**config.mk**
```make
export PLATFORM = sky130hd
export DESIGN_NAME = sram_pp_sched
export DESIGN_NICKNAME = d
export VERILOG_FILES = /design/src/rtl/sram_pp_sched.sv
export SDC_FILE = /design/constraint.sdc
export NUM_CORES = 1
export LEC_CHECK = 0
export CAP_MARGIN = 30
export CORE_MARGIN = 3
export CORE_UTILIZATION = 45
export CTS_BUF_LIST = sky130_fd_sc_hd__clkbuf_2
export CTS_CLUSTER_DIAMETER = 50
export CTS_CLUSTER_SIZE = 10
export DETAILED_ROUTE_END_ITERATION = 10
export PLACE_DENSITY = 0.83
export SYNTH_ARGS = -nofsm -noshare
export SYNTH_HDL_FRONTEND = slang
export SYNTH_SLANG_ARGS = --single-unit
```
**constraint.sdc**
```tcl
create_clock -name clk_100m -period 2.65 [get_ports clk_100m]
set_input_delay 0.53 -clock clk_100m [delete_from_list [all_inputs] [get_ports clk_100m]]
set_output_delay 0.53 -clock clk_100m [all_outputs]
set_load 0.02 [all_outputs]
```
**src/rtl/sram_pp_sched.sv**
```systemverilog
// sram_pp_sched: ping-pong scheduler for two single-port SRAM banks shared by a packet writer,
// a packet reader and a CPU test port, with registered commands and tagged 3-cycle read returns.
module sram_pp_sched #(
   parameter int AW = 10,
   parameter int DW = 24
) (
   input  logic          clk_100m,
   input  logic          rst_sram,
   input  logic          cpuif_mode,
   input  logic          wr_req,
   input  logic [AW-1:0] wr_addr,
   input  logic [DW-1:0] wr_data,
   input  logic          wr_done,
   output logic          wr_gnt,
   input  logic          rd_req,
   input  logic [AW-1:0] rd_addr,
   input  logic          rd_done,
   output logic          rd_gnt,
   output logic [DW-1:0] rd_data,
   output logic          rd_vld,
   input  logic          cpu_req,
   input  logic          cpu_we,
   input  logic          cpu_bank,
   input  logic [AW-1:0] cpu_addr,
   input  logic [DW-1:0] cpu_wdata,
   output logic          cpu_gnt,
   output logic [DW-1:0] cpu_rdata,
   output logic          cpu_rvld,
   output logic          wr_bank,
   output logic          rd_bank,
   output logic [1:0]    bank_full,
   output logic          SRAM_CS_A_N,
   output logic          SRAM_WE_A_N,
   output logic [AW-1:0] SRAM_ADDR_A,
   output logic [DW-1:0] SRAM_WDATA_A,
   input  logic [DW-1:0] SRAM_RDATA_A,
   output logic          SRAM_CS_B_N,
   output logic          SRAM_WE_B_N,
   output logic [AW-1:0] SRAM_ADDR_B,
   output logic [DW-1:0] SRAM_WDATA_B,
   input  logic [DW-1:0] SRAM_RDATA_B
);
   typedef enum logic [1:0] {EMPTY, FILLING, FULL, DRAINING} bank_st_e;
   bank_st_e           st_q [2];
   bank_st_e           st_d [2];
   logic               wr_bank_q, wr_bank_d, rd_bank_q, rd_bank_d;
   logic [1:0]         cs_n_q, cs_n_d, we_n_q, we_n_d;
   logic [1:0][AW-1:0] addr_q, addr_d;
   logic [1:0][DW-1:0] wdata_q, wdata_d;
   logic [1:0]         rd_tv_q, rd_tv_d, rd_tb_q, rd_tb_d;
   logic [1:0]         cp_tv_q, cp_tv_d, cp_tb_q, cp_tb_d;
   logic               rd_vld_q, rd_vld_d, cpu_rvld_q, cpu_rvld_d;
   logic [DW-1:0]      rd_data_q, rd_data_d, cpu_rdata_q, cpu_rdata_d;
   logic               wr_elig, rd_elig, wr_close, rd_close;

   always_comb begin
      wr_elig   = !rst_sram && !cpuif_mode && (st_q[wr_bank_q] == EMPTY || st_q[wr_bank_q] == FILLING);
      rd_elig   = !rst_sram && !cpuif_mode && (st_q[rd_bank_q] == FULL || st_q[rd_bank_q] == DRAINING);
      wr_gnt    = wr_req && wr_elig;
      rd_gnt    = rd_req && rd_elig;
      cpu_gnt   = !rst_sram && cpu_req && (cpuif_mode ||
                  (!(wr_gnt && wr_bank_q == cpu_bank) && !(rd_gnt && rd_bank_q == cpu_bank)));
      // a write granted together with wr_done lands first, so an EMPTY bank may close straight to FULL
      wr_close  = !cpuif_mode && wr_done && (st_q[wr_bank_q] == FILLING || wr_gnt);
      rd_close  = !cpuif_mode && rd_done && (st_q[rd_bank_q] == FULL || st_q[rd_bank_q] == DRAINING);
      wr_bank_d = wr_bank_q ^ wr_close;
      rd_bank_d = rd_bank_q ^ rd_close;
      for (int i = 0; i < 2; i++) begin
         st_d[i]    = st_q[i];
         cs_n_d[i]  = 1'b1;
         we_n_d[i]  = 1'b1;
         addr_d[i]  = addr_q[i];
         wdata_d[i] = wdata_q[i];
         if (wr_gnt && wr_bank_q == 1'(i)) begin
            cs_n_d[i]  = 1'b0;
            we_n_d[i]  = 1'b0;
            addr_d[i]  = wr_addr;
            wdata_d[i] = wr_data;
            st_d[i]    = st_q[i] == EMPTY ? FILLING : st_q[i];
         end
         if (rd_gnt && rd_bank_q == 1'(i)) begin
            cs_n_d[i] = 1'b0;
            addr_d[i] = rd_addr;
            st_d[i]   = st_q[i] == FULL ? DRAINING : st_q[i];
         end
         if (cpu_gnt && cpu_bank == 1'(i)) begin
            cs_n_d[i]  = 1'b0;
            we_n_d[i]  = !cpu_we;
            addr_d[i]  = cpu_addr;
            wdata_d[i] = cpu_we ? cpu_wdata : wdata_q[i];
         end
         if (wr_close && wr_bank_q == 1'(i))
            st_d[i] = FULL;
         if (rd_close && rd_bank_q == 1'(i))
            st_d[i] = EMPTY;
      end
      // per-requester tags ride alongside the command and SRAM data so returns ignore later toggles
      rd_tv_d     = {rd_tv_q[0], rd_gnt};
      rd_tb_d     = {rd_tb_q[0], rd_bank_q};
      cp_tv_d     = {cp_tv_q[0], cpu_gnt && !cpu_we};
      cp_tb_d     = {cp_tb_q[0], cpu_bank};
      rd_vld_d    = rd_tv_q[1];
      cpu_rvld_d  = cp_tv_q[1];
      rd_data_d   = rd_tv_q[1] ? (rd_tb_q[1] ? SRAM_RDATA_B : SRAM_RDATA_A) : rd_data_q;
      cpu_rdata_d = cp_tv_q[1] ? (cp_tb_q[1] ? SRAM_RDATA_B : SRAM_RDATA_A) : cpu_rdata_q;
   end

   always_ff @(posedge clk_100m) begin
      if (rst_sram) begin
         st_q[0]     <= EMPTY;
         st_q[1]     <= EMPTY;
         wr_bank_q   <= 1'b0;
         rd_bank_q   <= 1'b0;
         cs_n_q      <= 2'b11;
         we_n_q      <= 2'b11;
         addr_q      <= '0;
         wdata_q     <= '0;
         rd_tv_q     <= '0;
         rd_tb_q     <= '0;
         cp_tv_q     <= '0;
         cp_tb_q     <= '0;
         rd_vld_q    <= 1'b0;
         cpu_rvld_q  <= 1'b0;
         rd_data_q   <= '0;
         cpu_rdata_q <= '0;
      end else begin
         st_q        <= st_d;
         wr_bank_q   <= wr_bank_d;
         rd_bank_q   <= rd_bank_d;
         cs_n_q      <= cs_n_d;
         we_n_q      <= we_n_d;
         addr_q      <= addr_d;
         wdata_q     <= wdata_d;
         rd_tv_q     <= rd_tv_d;
         rd_tb_q     <= rd_tb_d;
         cp_tv_q     <= cp_tv_d;
         cp_tb_q     <= cp_tb_d;
         rd_vld_q    <= rd_vld_d;
         cpu_rvld_q  <= cpu_rvld_d;
         rd_data_q   <= rd_data_d;
         cpu_rdata_q <= cpu_rdata_d;
      end
   end

   assign wr_bank      = wr_bank_q;
   assign rd_bank      = rd_bank_q;
   assign bank_full    = {st_q[1] == FULL, st_q[0] == FULL};
   assign rd_vld       = rd_vld_q;
   assign rd_data      = rd_data_q;
   assign cpu_rvld     = cpu_rvld_q;
   assign cpu_rdata    = cpu_rdata_q;
   assign SRAM_CS_A_N  = cs_n_q[0];
   assign SRAM_WE_A_N  = we_n_q[0];
   assign SRAM_ADDR_A  = addr_q[0];
   assign SRAM_WDATA_A = wdata_q[0];
   assign SRAM_CS_B_N  = cs_n_q[1];
   assign SRAM_WE_B_N  = we_n_q[1];
   assign SRAM_ADDR_B  = addr_q[1];
   assign SRAM_WDATA_B = wdata_q[1];
endmodule

```
# == Word level (Yosys, flattened, before mapping) ==
# Index checks and enable logic that the tools add are counted.
# op_classes
order_cmp,2
muxes,37
reduce_logical,59
eq_ne,13
n_bitwise,7
# op_table
cell,count
$mux W24,7
$mux W10,6
$mux W2,16
$logic_and A1 B1 Y1,25
$reduce_bool A3 Y1,6
$reduce_and A3 Y1,4
$reduce_bool A2 Y1,6
$eq A2 B2 Y1 const B,4
$mux W1,8
$ne A2 B2 Y1 const B,4
$logic_not A2 Y1,3
$ne A3 B2 Y1 const B,2
$reduce_or A3 Y1,2
$logic_not A1 Y1,5
$ge A2 B2 Y1 const B,2
$logic_or A1 B1 Y1,4
$not A1 Y2,2
$reduce_and A2 Y1,2
$reduce_or A2 Y1,2
$not A1 Y1,3
$eq A1 B1 Y1,2
$eq A2 B1 Y1 const B,1
$xor A1 B1 Y1,2
# totals
regBits,136
inputBits,136

# == Logic depth before layout (Yosys ltp) ==
# depth
depth_word,16
depth_mapped,7
ltp_nobuf,5

# == Least setup slack after synthesis ==
# Ideal clock, no wire load.
# synth_timing
kind,input-to-output
from,in cpuif_mode
to,out cpu_gnt
path_slack_ns,0.569
path_buffers,1
t_arrival_ns,1.551
stages,5
required_ns,2.120
path_cell_list,nor3b_2 > clkbuf_1 > a221oi_1 > a31oi_1 > nor2_1
# synth_via
elab_chain_cells,9
elab_cells_between_ends,13
classes_between,13 x reduce/logical
# synth_rtl
element,line,text
"start, declared",9,"input logic cpuif_mode,"
$logic_not A1 Y1,"57, 58",
$logic_and A1 B1 Y1,"57, 58",
"$logic_and A1 B1 Y1, on equally long branches","57, 58",
"$logic_and A1 B1 Y1, on equally long branches","59, 60",
$logic_and A1 B1 Y1,62,(!(wr_gnt && wr_bank_q == cpu_bank) && !(rd_gnt && rd_bank_q == cpu_bank)));
$logic_not A1 Y1,62,
$logic_and A1 B1 Y1,62,
$logic_or A1 B1 Y1 *,61,cpu_gnt = !rst_sram && cpu_req && (cpuif_mode ||
$logic_and A1 B1 Y1 *,61,
"end, declared",26,"output logic cpu_gnt,"
# Every way passes the cells marked *; elsewhere a longest branch is shown, timed or not.

# == Final worst setup path ==
# Ends and elaborated chain as after synthesis.

==> flow_metrics.py <==
metrics = {
    "floorplanning": {
        "core_region_area_um2": 14000,
        "pin_count": 265,
        "initial_core_util_pct": 46.6,
        "dieArea_um2": 16000,
        "fp.dieW_um": 127,
        "num_rows": 43,
        "die_height_um": 127,
    },
    "critical_path": {
        "critical_path_buf_inv_count": 3,
        "signal_arrival_time_at_the_worst_endpoint_ns": 2.03,
        "critical_path_required_ns": 2.12,
        "start_kind": "input pin",
        "cp_cell_sequence": "clkdlybuf4s50_1, buf_4, nor3b_4, nand2_1, a31oi_2, nor2_1, buf_2",
        "slowest_stage": "clkdlybuf4s50_1",
        "crit_path_max_incr_delay_ns": 0.43,
        "worst-path-max-fanout": 5,
        "type_of_the_setup_path_with_the_least_slack": "input pin to primary output",
        "worst_path_dominant_cell_family": "buffers and inverters",
        "worst_setup_path_end_kind": "primary output",
    },
    "final_layout": {
        "finish.net_count": 1090,
        "summed_area_of_non_filler_cells_in_the_final_layout_um2": 9820,
        "antenna-diode-count": 0,
        "fillCellCount": 1052,
        "synthToLayoutAreaGrowth_pct": 50.0,
        "layout.cells.most_common_list": "clkdlybuf4s50_1, dfxtp_1, nor2_1",
        "layout_commonest_cell": "clkdlybuf4s50_1",
        "final_layout_size_suffix_gt1_share_pct": 15.5,
    },
    "global_routing": {
        "grt.total_usage_pct": 25.5,
        "grt_max_degree": 68,
        "grt_pass1_wl_mm": 33.0,
        "grt_pass1_vias": 6259,
        "antenna_found_initial": 0,
        "grt_remaining_overflow": 0,
    },
    "timing": {
        "tightest_slew_ns": 0.964,
        "finalSetupViolations": 0,
        "finalHoldWorstSlack_ns": 0.350,
        "period_share_pct": 96.4,
        "tns_ns": 0,
        "post-route-worst-setup-slack_ns": 0.0950,
        "hold_viol_final": 0,
        "timing.final.max_slew_violations": 0,
        "clock_skew_ns": 0.0263,
        "max_clock_freq_mhz": 391,
        "setup_repair_after_global_routing_missed_its_margin": "false",
        "period_needed_ns": 2.56,
        "worst_slew_margin_rel_pct": 35.7,
    },
    "route": {
        "routed_wire_length_per_instance_um": 18.4,
        "detail_route.drc_violations": 0,
        "postRouteAntennaNets": 0,
        "vias": 6436,
        "routed_wirelength_mm": 21.0,
        "drt_first_iter_violations": 375,
        "detail_route.vias_per_cell": 5.63,
        "drtPass1Iterations": 5,
    },
    "power_and_ir_drop": {
        "vdd_drop_max_uv": 264,
        "powerDensity_nw_per_um2": 448,
        "total_power_mw": 4.40,
        "p_leak_nw": 3.46,
    },
    "clock_network": {
        "tritoncts": "done",
        "h-tree-depth": 4,
        "clock_latency_ns": 0.70,
        "clk_pin_slew_ns": 0.18,
        "cts-hold-fix-buffers": 0,
        "tritoncts_num_sinks": 136,
        "ctsRootBufferMaster": "clkbuf_2",
        "clockBufferDepth": 2,
        "numCtsBuffers": 17,
    },
    "synthesis": {
        "synth-seq-cells": 136,
        "ys.warnings.count": 0,
        "syn-num-nets": 825,
        "synth_top_area_share_pct": 41.6,
        "synthDistinctLibCells": 44,
        "synth-async-reset-ratio_pct": 0,
        "proportion_of_synthesized_chip_area_in_sequential_cells_pct": 41.6,
        "synthesis.instances": 685,
        "cell_area_synth_um2": 6540,
        "syn_avg_cell_area_um2": 9.55,
        "synth_top_flop_cell": "dfxtp_1",
        "synth.area.top_cells": "dfxtp_1, mux2i_1, a211oi_1, nor2_1, nand2_1",
        "synth_top_area_cell": "dfxtp_1",
        "synth-edff-count": 0,
    },
    "placement": {
        "place_area_um2": 9560,
        "placement.io_buffers": 264,
        "dp.final_hpwl_mm": 15.0,
        "routabilityCongestion": 0.859,
        "post_place_setup_slack_ns": -0.259,
    },
    "hold_path": {
        "hold_path_class": "input pin to flip-flop",
    },
    "run_status": {
        "run_status": "finished clean",
    },
    "run": {
        "cap_viol_max_count": 0,
    },
}
[synth_stat cells, types with 2 or more instances]
master,number
nor3_1,53
a311oi_1,12
o41ai_2,16
and2_1,2
a211oi_1,73
nor2b_1,11
nor4_1,2
inv_1,5
buf_2,18
nor3b_2,2
a311oi_2,12
a211oi_2,19
a21boi_0,10
o21ai_1,2
nor2_1,80
nand2_1,72
buf_6,7
and3_1,11
ha_1,4
mux2i_1,73
o41ai_1,4
dfxtp_1,136
a21oi_1,2
buf_4,2
nand2b_1,2
clkbuf_1,37
[layout make-up]
type | instances | area (um^2) | area share [%]
clock buffer | 19 | 95.1 | 0.969
sequential | 136 | 2740 | 27.9
tap | 180 | 225 | 2.29
multi-input combinational | 480 | 3520 | 35.9
clock inverter | 13 | 135 | 1.38
timing repair buffer | 310 | 3090 | 31.5
inverter | 5 | 18.8 | 0.191
[final timing paths]
check,startpoint,end,slack [ns],cells after the start
setup / recovery,cpuif_mode,cpu_gnt,0.09,7
hold reg to reg,cp_tb_q[0]$_SDFF_PP0_,cp_tb_q[1]$_SDFF_PP0_,0.46,1
setup reg to reg,wr_bank$_SDFF_PP0_,SRAM_WDATA_B[23]$_SDFFE_PP0P_,0.77,7
hold / removal,rst_sram,cp_tv_q[0]$_SDFF_PP0_,0.35,4
[flip-flops by register name, summed over array words and instances, names as in the netlist, 2 cells and up]
signal and cells:
SRAM_ADDR_A 10, SRAM_ADDR_B 10, SRAM_WDATA_A 24, SRAM_WDATA_B 24
cp_tb_q 2, cp_tv_q 2, cpu_rdata 24, cs_n_q 2
rd_data 24, rd_tb_q 2, rd_tv_q 2, st_q 4
we_n_q 2
[stage by stage]
stage / utilization, % / instances
floorplan: - / 685
global placement: 68.1 / 1111
detailed placement: 68.1 / 1111
CTS: 69.8 / 1143
global route: 69.9 / 1143
finish: 69.9 / 1143
[worst reg2reg max path, cell delays in order, from the launching register on]
cell      delay (ns)
dfxtp_4         0.41
nor2b_2         0.16
buf_4           0.18
a221oi_4        0.30
buf_12          0.21
buf_12          0.16
mux2i_1         0.24
a211oi_2        0.10
[repair_timing]
item	CTS	global route
hold endpoints to repair	0	0
endpoints found under the setup margin	5	5
resized for setup	11	16
setup buffers	0	0
[cells by family after synthesis]
family / synth area share (%)
buffers and inverters: 5.22
and+or+nand+nor: 17.6
DFF: 41.6
AOI/OAI and AO/OA: 23.5
adders and majority gates: 0.765
muxes: 11.3
[report_power, final]
part,switching [mW],internal [mW],total [mW]
combinational,0.456,0.505,0.961
clock,0.746,0.511,1.26
sequential,0.0481,2.13,2.18
[routing by layer]
layer	vias up	track usage, %	wire length [um]
li1	3072	-	-
met1	3073	32.9	8900
met2	249	41.3	10200
met3	42	6.86	1410
met4	0	9.09	555
met5	-	0	0
Power figures use the tool's default switching activity.
